### src/rtl/word_demux_2out.sv
// Buffered 1-to-2 word demultiplexer.
// Each input word is steered by in_select into one of two independent FIFOs (A for 0, B for 1).
// Each output has its own valid/ready handshake, so a stalled consumer only holds up words
// aimed at it and never disturbs traffic to the other output.
module word_demux_2out #(
    parameter int unsigned WIDTH = 32,
    parameter int unsigned DEPTH = 2
) (
    input  logic             clk,
    input  logic             rst_n,
    input  logic [WIDTH-1:0] in_word,
    input  logic             in_select,
    input  logic             in_valid,
    output logic             in_ready,
    output logic [WIDTH-1:0] out_a_word,
    output logic             out_a_valid,
    input  logic             out_a_ready,
    output logic [WIDTH-1:0] out_b_word,
    output logic             out_b_valid,
    input  logic             out_b_ready,
    output logic [15:0]      count_a,
    output logic [15:0]      count_b
);

    localparam int unsigned PtrW = (DEPTH > 1) ? $clog2(DEPTH) : 1;
    localparam int unsigned CntW = PtrW + 1;
    localparam logic [PtrW-1:0] PtrLast  = PtrW'(DEPTH - 1);
    localparam logic [CntW-1:0] FillFull = CntW'(DEPTH);

    // Word storage (deliberately not reset; only pointers and fill counts are)
    logic [WIDTH-1:0] mem_a_q [DEPTH];
    logic [WIDTH-1:0] mem_b_q [DEPTH];

    // FIFO A bookkeeping
    logic [PtrW-1:0] wr_ptr_a_q, wr_ptr_a_d;
    logic [PtrW-1:0] rd_ptr_a_q, rd_ptr_a_d;
    logic [CntW-1:0] fill_a_q, fill_a_d;
    logic [15:0]     count_a_q, count_a_d;

    // FIFO B bookkeeping
    logic [PtrW-1:0] wr_ptr_b_q, wr_ptr_b_d;
    logic [PtrW-1:0] rd_ptr_b_q, rd_ptr_b_d;
    logic [CntW-1:0] fill_b_q, fill_b_d;
    logic [15:0]     count_b_q, count_b_d;

    // Handshake qualifiers
    logic full_a, full_b;
    logic empty_a, empty_b;
    logic push_a, push_b;
    logic pop_a, pop_b;

    // Pointer advance with explicit wrap from the last slot back to 0
    function automatic logic [PtrW-1:0] ptr_inc(input logic [PtrW-1:0] ptr);
        if (ptr == PtrLast) begin
            return '0;
        end
        return ptr + PtrW'(1);
    endfunction

    // Full/empty flags, input steering and output handshakes
    always_comb begin
        full_a  = (fill_a_q == FillFull);
        full_b  = (fill_b_q == FillFull);
        empty_a = (fill_a_q == '0);
        empty_b = (fill_b_q == '0);

        // Ready depends only on the selected FIFO's registered fill, never on in_valid, and a
        // full FIFO stays unready even if it is being popped this cycle.
        in_ready = in_select ? ~full_b : ~full_a;

        push_a = in_valid & ~in_select & ~full_a;
        push_b = in_valid &  in_select & ~full_b;

        out_a_valid = ~empty_a;
        out_b_valid = ~empty_b;
        pop_a       = out_a_valid & out_a_ready;
        pop_b       = out_b_valid & out_b_ready;

        out_a_word = empty_a ? '0 : mem_a_q[rd_ptr_a_q];
        out_b_word = empty_b ? '0 : mem_b_q[rd_ptr_b_q];

        count_a = count_a_q;
        count_b = count_b_q;
    end

    // Next-state for FIFO A pointers, fill level and delivery counter
    always_comb begin
        wr_ptr_a_d = wr_ptr_a_q;
        rd_ptr_a_d = rd_ptr_a_q;
        fill_a_d   = fill_a_q;
        count_a_d  = count_a_q;

        if (push_a) begin
            wr_ptr_a_d = ptr_inc(wr_ptr_a_q);
        end
        if (pop_a) begin
            rd_ptr_a_d = ptr_inc(rd_ptr_a_q);
            count_a_d  = count_a_q + 16'd1;
        end

        unique case ({push_a, pop_a})
            2'b10:   fill_a_d = fill_a_q + CntW'(1);
            2'b01:   fill_a_d = fill_a_q - CntW'(1);
            default: fill_a_d = fill_a_q;
        endcase
    end

    // Next-state for FIFO B pointers, fill level and delivery counter
    always_comb begin
        wr_ptr_b_d = wr_ptr_b_q;
        rd_ptr_b_d = rd_ptr_b_q;
        fill_b_d   = fill_b_q;
        count_b_d  = count_b_q;

        if (push_b) begin
            wr_ptr_b_d = ptr_inc(wr_ptr_b_q);
        end
        if (pop_b) begin
            rd_ptr_b_d = ptr_inc(rd_ptr_b_q);
            count_b_d  = count_b_q + 16'd1;
        end

        unique case ({push_b, pop_b})
            2'b10:   fill_b_d = fill_b_q + CntW'(1);
            2'b01:   fill_b_d = fill_b_q - CntW'(1);
            default: fill_b_d = fill_b_q;
        endcase
    end

    // Storage writes at the selected FIFO's write pointer
    always_ff @(posedge clk) begin
        if (push_a) begin
            mem_a_q[wr_ptr_a_q] <= in_word;
        end
        if (push_b) begin
            mem_b_q[wr_ptr_b_q] <= in_word;
        end
    end

    // Pointer, fill and counter registers; reset drops all buffered words at once
    always_ff @(posedge clk or negedge rst_n) begin
        if (!rst_n) begin
            wr_ptr_a_q <= '0;
            rd_ptr_a_q <= '0;
            fill_a_q   <= '0;
            count_a_q  <= '0;
            wr_ptr_b_q <= '0;
            rd_ptr_b_q <= '0;
            fill_b_q   <= '0;
            count_b_q  <= '0;
        end else begin
            wr_ptr_a_q <= wr_ptr_a_d;
            rd_ptr_a_q <= rd_ptr_a_d;
            fill_a_q   <= fill_a_d;
            count_a_q  <= count_a_d;
            wr_ptr_b_q <= wr_ptr_b_d;
            rd_ptr_b_q <= rd_ptr_b_d;
            fill_b_q   <= fill_b_d;
            count_b_q  <= count_b_d;
        end
    end

endmodule

### config.mk
export PLATFORM = sky130hd
export DESIGN_NAME = word_demux_2out
export DESIGN_NICKNAME = d
export VERILOG_FILES = /design/src/rtl/word_demux_2out.sv
export SDC_FILE = /design/constraint.sdc
export NUM_CORES = 1
export LEC_CHECK = 0
export BUFFER_PORTS_ARGS = -buffer_cell sky130_fd_sc_hd__buf_2
export CORE_UTILIZATION = 30
export DETAILED_ROUTE_END_ITERATION = 8
export PLACE_DENSITY = 0.58
export SLEW_MARGIN = 20
export SYNTH_ARGS = -nofsm -noshare
export SYNTH_HDL_FRONTEND = slang
export SYNTH_SLANG_ARGS = --single-unit
### constraint.sdc
create_clock -name clk -period 2.9 [get_ports clk]
set_input_delay 0.87 -clock clk [delete_from_list [all_inputs] [get_ports clk]]
set_output_delay 0.87 -clock clk [all_outputs]
set_load 0.005 [all_outputs]
==> impl_metrics.tcl <==
set metrics [dict create \
    final_core_util 0.384 \
    holdBufCountCts 0 \
    ir_worst_vdd_uv 460 \
    ant_nets 0 \
    cts_setup_buffers 0 \
    syn2layout_area_growth_pct 25.8 \
    final_cell_mix "buf_2 (136), edfxtp_1 (128), nor2_1 (69), mux2i_1 (64), dfrtp_1 (38)" \
    min_period_ps 2520 \
    powerDensity_nw_per_um2 939 \
    grt_pass1_wl_microns 21400 \
    die_w_microns 151 \
    synth_top_area_share 0.578 \
    rsz0062_at_grt "false" \
    die_area_sq_um 22800 \
    outcome "complete, no violations" \
    port_buffers 136 \
    ys.warnings.count 0 \
    wl_microns 14100 \
    hold_path_class "in -> async" \
    clock.fmax_mhz 397 \
    ys_top_cells_by_area "edfxtp_1 (58%), dfrtp_1 (15%), mux2i_1 (9.6%)" \
    cpMaxStageDelayCell "dfrtp_1" \
    syn_area_per_cell_sq_um 15.5 \
    grt_overflow 0 \
    clock-sinks 168 \
    syn_area_sq_um 6650 \
    insertion_delay_ps 420 \
    layout_setup_ws_ps 384 \
    clock_skew_ps 9.88 \
    cts_buffer_depth 2 \
    mostFrequentLayoutCell "buf_2" \
    required_ps 2030 \
    drv_slew 0 \
    period_share 0.868 \
    synth_cell_type_count 30 \
    ios 137 \
    multi_input_area_sq_um 1740 \
    dp_slack_ps 618 \
    hold_viol_final 0 \
    final_nets 624 \
    worstPathCellList "or2b_1 -> mux2_2 -> buf_2" \
    grt_usage 0.128 \
    synthCells 428 \
    grt_start_max_net_pins 41 \
    dp_hpwl_microns 9650 \
    cts_tree "built" \
    slew_headroom 0.721 \
    fillerInstances 2097 \
    crit_path_max_fanout 5 \
    ys_ff_latch 168 \
    initial_utilization 0.306 \
    cts_htree_levels 4 \
    fp.dieH_microns 151 \
    coreArea_sq_um 21800 \
    maxCapViolCount 0 \
    drt_iter0_markers 134 \
    path_class "reg -> out" \
    synth_top_cell_by_area "edfxtp_1" \
    detail_route.drc_violations 0 \
    cts-resized-gates 0 \
    antenna_found_initial 1 \
    worstSetupEndpointType "output port" \
    globalplace.congestion 0.763 \
    arrival_ps 1650 \
    seq_area_sq_um 4850 \
    num_rows 54 \
    synth_nets 470 \
    cts_buffers 17 \
    drive_above_1_share 0.345 \
    vias 3873 \
    critPathLaunchType "flop" \
    viasPerCell 4.42 \
    dr.pass1.iters 4 \
    clkTransAtPathRegs_ps 70 \
    finalSetupTns_ps 0 \
    ys_seq_area_frac 0.728 \
    leakagePower_nw 3.51 \
    tightest_slew_ps 417 \
    finalSetupViolCount 0 \
    root_buffer "clkbuf_16" \
    routedWlPerCell_microns 16.1 \
    slowest_delay_ps 530 \
    grt_pass1_vias 3851 \
]
-- layout make-up --
type,count,share of cell area
flip-flops and latches,168,0.580
multi-input cells,238,0.208
repair buffers,151,0.0993
clock buffers,17,0.0509
well taps,280,0.0419
clock inverters,15,0.0171
inverters,6,0.00269
diodes,1,0.000299
-- through the flow --
| stage | total power, mW | area [sq um] | cells | hold slack, ps |
|---|---|---|---|---|
| detailed placement | 5.79 | 7770 | 842 | 466 |
| global placement | 5.73 | 7770 | 842 | 455 |
| floorplan | 4.65 | 6650 | 428 | 468 |
| CTS | 7.99 | 8340 | 874 | 476 |
| global route | 8.32 | 8360 | 875 | 399 |
| finish | 7.85 | 8360 | 876 | 374 |
-- registers in the layout (all words and copies together) (netlist names) --
signal      count
count_a        16
count_b        16
fill_a_q        2
fill_b_q        2
mem_a_q        64
mem_b_q        64
rd_ptr_a_q      1
rd_ptr_b_q      1
wr_ptr_a_q      1
wr_ptr_b_q      1
-- final timing paths --
path / from / to / slack [ps] / depth (start not counted)
min in group clk: count_a[15] / count_a[15] / 470 / 1
worst max-delay path: fill_b_q[1] / in_ready / 380 / 3
max in group asynchronous: rst_n / rd_ptr_a_q / 2030 / 2
worst min register to register: count_a[15] / count_a[15] / 470 / 1
worst min-delay path: rst_n / count_a[15] / 370 / 1
worst max register to register: fill_b_q[0] / fill_b_q[1] / 990 / 5
-- critical path, delay by kind of cell (launching register included) --
kind	cells	cell delay, ps
buffers and inverters	1	120
AND/OR/NAND/NOR	1	310
multiplexers	1	270
flip-flops	1	530
-- Yosys cell counts --
master	count
dfrtp_1	40
inv_2	1
o21ai_4	2
nand4_1	6
buf_6	1
mux2_2	1
and3_2	1
o211ai_2	1
nand3_2	1
o2111ai_1	1
xnor2_1	29
nor3_4	2
nor2_1	75
or2b_1	2
nand3b_1	1
buf_2	15
inv_1	5
xor2_1	11
edfxtp_1	128
ha_1	4
and3_1	5
and2_1	1
mux2i_1	64
nor3_2	2
and4_1	1
and2_4	1
nand3_1	9
nand2_1	16
nor2_4	1
or2_4	1
-- report_power, final --
| part | internal, mW | total [mW] | switching (mW) |
|---|---|---|---|
| logic | 1.07 | 2.42 | 1.35 |
| registers | 2.99 | 3.26 | 0.266 |
| clock network | 1.20 | 2.17 | 0.973 |
-- layer usage --
metal | vias up | global-route usage | wire (microns)
met5 | - | 0 | 0
met4 | 0 | 0.0465 | 205
met3 | 14 | 0.0295 | 620
met2 | 91 | 0.211 | 6990
met1 | 1927 | 0.163 | 6290
li1 | 1841 | - | -
-- kinds of logic (layout without fill, tap and decap cells) --
group | count (synthesis) | in the layout | share of synthesized area
XOR/XNOR | 40 | 40 | 0.0527
AND/OR/NAND/NOR | 125 | 125 | 0.0890
other | 0 | 1 | 0
adder cells (fa/ha/maj) | 4 | 4 | 0.00752
buffers and inverters | 22 | 189 | 0.0164
multiplexers | 65 | 65 | 0.0980
AO/OA/AOI/OAI | 4 | 4 | 0.00809
flip-flops | 168 | 168 | 0.728
Note: power is estimated with default switching activity, not from simulation.
